<file path="src/rtl/jtkicker_colmix.sv">
// Kicker final colour mixer: object/char priority, char LUT and RGB palette PROMs, blanking.
// Optional macro JTKICKER_GFXEN_EN: honour gfx_en layer enables (otherwise both layers forced on).
module jtkicker_colmix #(
    parameter SIMFILE_PAL = "",
    parameter SIMFILE_LUT = ""
)(
    input  logic       rst,
    input  logic       clk,
    input  logic       pxl_cen,
    input  logic       LHBL,
    input  logic       LVBL,
    input  logic [3:0] obj_pxl,
    input  logic [7:0] scr_pxl,
    input  logic [1:0] gfx_en,
    input  logic [8:0] prog_addr,
    input  logic [7:0] prog_data,
    input  logic       prog_en,
    output logic [2:0] red,
    output logic [2:0] green,
    output logic [1:0] blue,
    output logic       LHBL_dly,
    output logic       LVBL_dly
);

    localparam int unsigned OBJW = 4;
    localparam int unsigned SCRW = 8;
    localparam int unsigned IDXW = 5;
    localparam int unsigned RGBW = 8;

    // Init files only matter to simulation models; the PROMs here load through prog_*.
    localparam bit unused_simfiles = |{SIMFILE_PAL, SIMFILE_LUT};

    logic [1:0] gfx_eff;
`ifdef JTKICKER_GFXEN_EN
    assign gfx_eff = gfx_en;
`else
    logic unused_gfx_en;
    assign unused_gfx_en = ^gfx_en;
    assign gfx_eff       = 2'b11;
`endif

    logic [3:0]      lut_mem [256];
    logic [RGBW-1:0] pal_mem [32];
    logic [3:0]      lut_q;
    logic [RGBW-1:0] pal_q;

    logic [OBJW-1:0] s1_obj_q;
    logic [SCRW-1:0] s1_scr_q;
    logic            s1_lhbl_q, s1_lvbl_q;
    logic [IDXW-1:0] s2_idx_q, s2_idx_d;
    logic            s2_lhbl_q, s2_lvbl_q;
    logic [RGBW-1:0] rgb_q, rgb_d;
    logic            lhbl_dly_q, lvbl_dly_q;
    logic            pal_we;

    // Palette writes outside 0..31 are dropped rather than aliased.
    assign pal_we = prog_en && !prog_addr[8] && (prog_addr[7:5] == 3'd0);

    // PROMs: continuous synchronous read, writable at any time, never reset.
    always_ff @(posedge clk) begin
        if (prog_en && prog_addr[8]) begin
            lut_mem[prog_addr[7:0]] <= prog_data[3:0];
        end
        if (pal_we) begin
            pal_mem[prog_addr[4:0]] <= prog_data;
        end
        lut_q <= lut_mem[s1_scr_q];
        pal_q <= pal_mem[s2_idx_q];
    end

    // Objects always win when opaque; char LUT value 0 is the backdrop entry.
    always_comb begin
        s2_idx_d = IDXW'(0);
        rgb_d    = RGBW'(0);
        if ((s1_obj_q != 4'd0) && gfx_eff[1]) begin
            s2_idx_d = {1'b1, s1_obj_q};
        end else if (gfx_eff[0]) begin
            s2_idx_d = {1'b0, lut_q};
        end
        if (s2_lhbl_q && s2_lvbl_q) begin
            rgb_d = pal_q;
        end
    end

    always_ff @(posedge clk or posedge rst) begin
        if (rst) begin
            s1_obj_q   <= '0;
            s1_scr_q   <= '0;
            s1_lhbl_q  <= 1'b0;
            s1_lvbl_q  <= 1'b0;
            s2_idx_q   <= '0;
            s2_lhbl_q  <= 1'b0;
            s2_lvbl_q  <= 1'b0;
            rgb_q      <= '0;
            lhbl_dly_q <= 1'b0;
            lvbl_dly_q <= 1'b0;
        end else if (pxl_cen) begin
            s1_obj_q   <= obj_pxl;
            s1_scr_q   <= scr_pxl;
            s1_lhbl_q  <= LHBL;
            s1_lvbl_q  <= LVBL;
            s2_idx_q   <= s2_idx_d;
            s2_lhbl_q  <= s1_lhbl_q;
            s2_lvbl_q  <= s1_lvbl_q;
            rgb_q      <= rgb_d;
            lhbl_dly_q <= s2_lhbl_q;
            lvbl_dly_q <= s2_lvbl_q;
        end
    end

    assign red      = rgb_q[2:0];
    assign green    = rgb_q[5:3];
    assign blue     = rgb_q[7:6];
    assign LHBL_dly = lhbl_dly_q;
    assign LVBL_dly = lvbl_dly_q;

endmodule

</file>
<file path="config.mk">
export PLATFORM = sky130hd
export DESIGN_NAME = jtkicker_colmix
export DESIGN_NICKNAME = d
export VERILOG_FILES = /design/src/rtl/jtkicker_colmix.sv
export SDC_FILE = /design/constraint.sdc
export NUM_CORES = 1
export LEC_CHECK = 0
export BUFFER_PORTS_ARGS = -buffer_cell sky130_fd_sc_hd__buf_2
export CAP_MARGIN = 20
export CORE_MARGIN = 1.5
export CORE_UTILIZATION = 43
export DETAILED_ROUTE_END_ITERATION = 8
export PLACE_DENSITY = 0.65
export SLEW_MARGIN = 25
export SYNTH_ARGS = -nofsm -noshare
export SYNTH_HDL_FRONTEND = slang
export SYNTH_SLANG_ARGS = --single-unit
</file>
<file path="constraint.sdc">
create_clock -name clk -period 2.55 [get_ports clk]
set_input_delay 0.51 -clock clk [delete_from_list [all_inputs] [get_ports clk]]
set_output_delay 0.51 -clock clk [all_outputs]
set_load 0.005 [all_outputs]
</file>
==> flow_summary.rst <==
.. list-table::
   :header-rows: 1

   * - Metric
     - Value
   * - Run status
     - complete, but fails checks
   * - Violated checks
     - negative setup slack
   * - Count of fill cells added during filler insertion
     - approximately 9.3k
   * - Count of boundary I/O pins
     - 47
   * - Type of the most critical hold path
     - primary input to flop
   * - Max-capacitance violation count
     - 0
   * - CTS HTree Levels
     - 4
   * - Relative contribution of combinational cells to total power
     - 9.3%
   * - Largest area contributor in the netlist
     - sky130_fd_sc_hd__edfxtp_1
   * - Clock tree from TritonCTS
     - done
   * - Fraction of registers with async set or reset after synthesis
     - 2.34%
   * - Final setup skew
     - 0.0249 ns
   * - Synth-to-Final Area Change
     - 18.0%
   * - Number of buffers added by the clock tree synthesis step
     - about 140
   * - Power density over the cells
     - 783 mW/mm^2
   * - Wirelength, routed
     - ~130 mm
   * - Minimum period implied by the final worst setup slack
     - around 2.6 ns
   * - Post-route DRC violation count
     - 0
   * - Share of total power consumed by net switching
     - 22.6%
   * - Arrival time at the worst endpoint
     - 3.16 ns
   * - Number of antenna-violating nets in the routed design
     - 0
   * - Placement Rows
     - ~130
   * - Synthesized area per cell
     - between 15 and 20 um^2
   * - Net count after synthesis
     - approximately 2.7k
   * - Switching component of the power
     - 10900 uW
   * - Setup Viol. Count Final
     - 2
   * - Die Outline Area
     - about 0.12 mm^2
   * - Initial antenna violation count
     - 6
   * - Share of layout cells above drive strength 1
     - 29.0%
   * - Hold Path Stages
     - 2
   * - Number of flip-flops and latches in the synthesized netlist
     - about 1.3k
   * - Reg-to-reg slack, setup
     - -0.003 ns
   * - Startpoint of the worst setup timing path
     - s1_scr_q[0]
   * - Number of unique standard cell types used by synthesis
     - 47
   * - Worst slew pin tran
     - between 0.8 and 0.9 ns
   * - Startpoint of the worst-slack reg-to-reg timing path
     - s1_scr_q[0]
   * - Post-route fraction of the period consumed by the critical path
     - 100%
   * - Nets
     - around 3.1k
   * - Beginning of the worst hold path
     - scr_pxl[7]
   * - YS warnings
     - 0
   * - Clock Path Buffers
     - 3
   * - Worst vdd ir
     - around 0.00057 V
   * - Worst relative slew slack
     - between 40% and 50%
   * - Area used by sequential logic in the layout
     - 0.0395 mm^2
   * - Final global-route overflow total
     - 0
   * - Horizontal die dimension
     - approximately 350 um
   * - Synth top area cells
     - sky130_fd_sc_hd__edfxtp_1, sky130_fd_sc_hd__mux4_2, sky130_fd_sc_hd__mux2i_1
   * - Area of combinational cells with multiple inputs
     - 0.0119 mm^2
   * - Total leakage power
     - roughly 0.020 uW
   * - Clock power frac
     - 40.4%
   * - Kind of start point of the critical path
     - flop
   * - Worst reg-to-reg path cell count
     - 10
   * - DR vias/cell
     - approximately 5.8
   * - Critical Path Sink Type
     - flop
   * - Vert. Die Dim
     - approximately 350 um
   * - Gp weighted congestion
     - ~0.86
   * - Worst skew pair latency
     - between 0.7 and 0.8 ns
   * - Detailed Route Iter0 Violations
     - about 3.1k
   * - Number of enable flip-flop cells after synthesis
     - ~1.3k
   * - Clock slew at the register clock pins of the worst setup and hold paths
     - 0.06 ns
   * - Area fraction of the dominant cell type after synthesis
     - 73.9%
   * - Netlist area before placement
     - around 0.052 mm^2
   * - Hold Fails Final Rpt
     - 0
   * - Vias after detailed routing
     - around 27k
   * - Internal power summed over all cells
     - roughly 37000 uW
   * - Most frequently used flop master after synthesis
     - sky130_fd_sc_hd__edfxtp_1
   * - Detailed-route wire length per cell
     - about 27 um
   * - Instance count of the mapped netlist
     - approximately 2.7k
   * - Worst setup slack after layout
     - -0.00264 ns
   * - Effective utilization at floorplan
     - a little over two fifths
   * - Maximum clock frequency
     - about 390 MHz
   * - Setup repair after global routing missed its margin
     - true
   * - Number of I/O port buffers
     - 44
   * - Estimated wirelength of the detail-placed design
     - around 80 mm
   * - Proportion of power drawn by flip-flops and latches
     - about half
   * - DP Cell Count
     - 4454
   * - Non-filler instance count after layout
     - roughly 4.7k
   * - Core region area
     - roughly 0.12 mm^2
   * - Data required time of the worst path
     - ~3.2 ns
   * - Maximum number of pins on one net before global-route repair
     - roughly 160
   * - Global-route wire length before repair
     - approximately 190 mm
   * - Crit path kind
     - flop to flop
   * - Router iterations before antenna repair
     - 6
   * - Sequential-to-total area share from yosys stat
     - approximately 76%
   * - Vias in the first global route
     - ~28k
   * - Pins over their slew limit
     - 0
   * - Maximum fanout along the worst path
     - 14
   * - Clock tree root driver cell
     - sky130_fd_sc_hd__clkbuf_16
   * - Post-layout utilization of the core
     - between 50 and 60%
   * - # clock sinks
     - approximately 1.3k
   * - Global-route total usage across every layer
     - about a fifth
   * - Pre-CTS setup slack
     - -0.230 ns
[sequential cells by signal, indices dropped and copies added (netlist names), 4 cells and up]
signal / cells
pal_q: 8
lut_mem: 1024
pal_mem: 256
s1_obj_q: 4
rgb_q: 8
s2_idx_q: 5
lut_q: 4
s1_scr_q: 8
[layer usage]
metal | global-route usage [%] | share of wire, % | up-vias
met5 | 0 | 0.028 | -
met4 | 6.63 | 2.8 | 6
met3 | 3.83 | 8.5 | 229
met2 | 33.3 | 48 | 1275
met1 | 28.3 | 40 | 14300
li1 | - | - | 11600
[area by class of cell]
type,instances,share of cell area (%)
well taps,1612,3.29
clock buffers,173,5.84
diodes,2,0.00816
inverters,11,0.0673
clock inverters,71,1.23
repair buffers,370,5.84
multi-input cells,1186,19.4
flip-flops and latches,1323,64.3
[cells in the mapped netlist, drive strengths merged (30+ instances only)]
library cell,n
edfxtp,1280
nor2,314
mux4,261
mux2i,162
clkbuf,90
buf,75
nand2,60
o22ai,43
a22oi,33
o21ai,32
dfrtp,31
nand3,30
[stage by stage]
stage	total power, uW	hold WS, ns	area (um^2)	setup TNS, ns
floorplan	26900	0.425	52000	0
global placement	28600	0.439	56000	-0.777
detailed placement	28700	0.434	56000	-0.751
CTS	48200	0.0347	60900	-0.0144
global route	49400	0.0467	61400	-0.209
finish	48100	0.0831	61400	-0.00308
[power by group through the flow]
stage | Sequential (uW) | Combinational, uW | Clock (uW)
after floorplan | 24500 | 2390 | 0
after global placement | 24600 | 3980 | 0
after detailed placement | 24600 | 4060 | 0
after CTS | 24200 | 4290 | 19700
after global routing | 24200 | 4690 | 20600
final | 24200 | 4450 | 19400
[placed cells by master, fill, tap and decap left out, drive strengths merged, types with 4 or more instances in the layout]
cell            n
clkbuf        181
a22oi          33
mux2i         162
clkinv         47
mux2           28
nand3          30
dfrtp          31
edfxtp       1280
bufinv         11
o211ai          8
nor2b          18
dlygate4sd3     8
mux4          261
inv            21
dfxtp          12
o21ai          32
a211oi         23
buf           352
nor2          314
nand4          15
o221ai         27
a221oi         19
a22o            9
and2           20
nor4            4
o22ai          43
nor3           16
a21oi          24
nand2          60
nand2b         12
and3            4
[what timing repair did]
item,in CTS,in global routing
pin swaps,3,15
endpoints found under the hold margin,38,0
buffers inserted,12,22
gates cloned,5,4
hold buffers,8,0
gates resized for setup,49,49
setup endpoints to repair,4,4
[final timing paths]
kind,endpoint
worst max-delay path,lut_q[2]
worst min-delay path,s1_scr_q[7]
worst max register to register,lut_q[2]
worst min register to register,rgb_q[5]
max in group asynchronous,s1_scr_q[0]
min in group asynchronous,LVBL_dly
[critical path: stages (launching register included)]
cell and delay (ns):
sky130_fd_sc_hd__dfrtp_4 0.45, sky130_fd_sc_hd__buf_12 0.13, sky130_fd_sc_hd__buf_6 0.14, sky130_fd_sc_hd__buf_12 0.16, sky130_fd_sc_hd__buf_6 0.16, sky130_fd_sc_hd__mux4_2 0.51, sky130_fd_sc_hd__a221oi_1 0.33, sky130_fd_sc_hd__o22ai_1 0.13
sky130_fd_sc_hd__a21oi_2 0.13, sky130_fd_sc_hd__buf_4 0.16, sky130_fd_sc_hd__o211ai_1 0.10
[cell families after synthesis]
family,share of synthesized area [%]
flip-flops,75.9
multiplexers,15.0
AND/OR/NAND/NOR,4.13
buffers and inverters,1.74
AO/OA/AOI/OAI,3.21
Power figures use the tool's default switching activity.
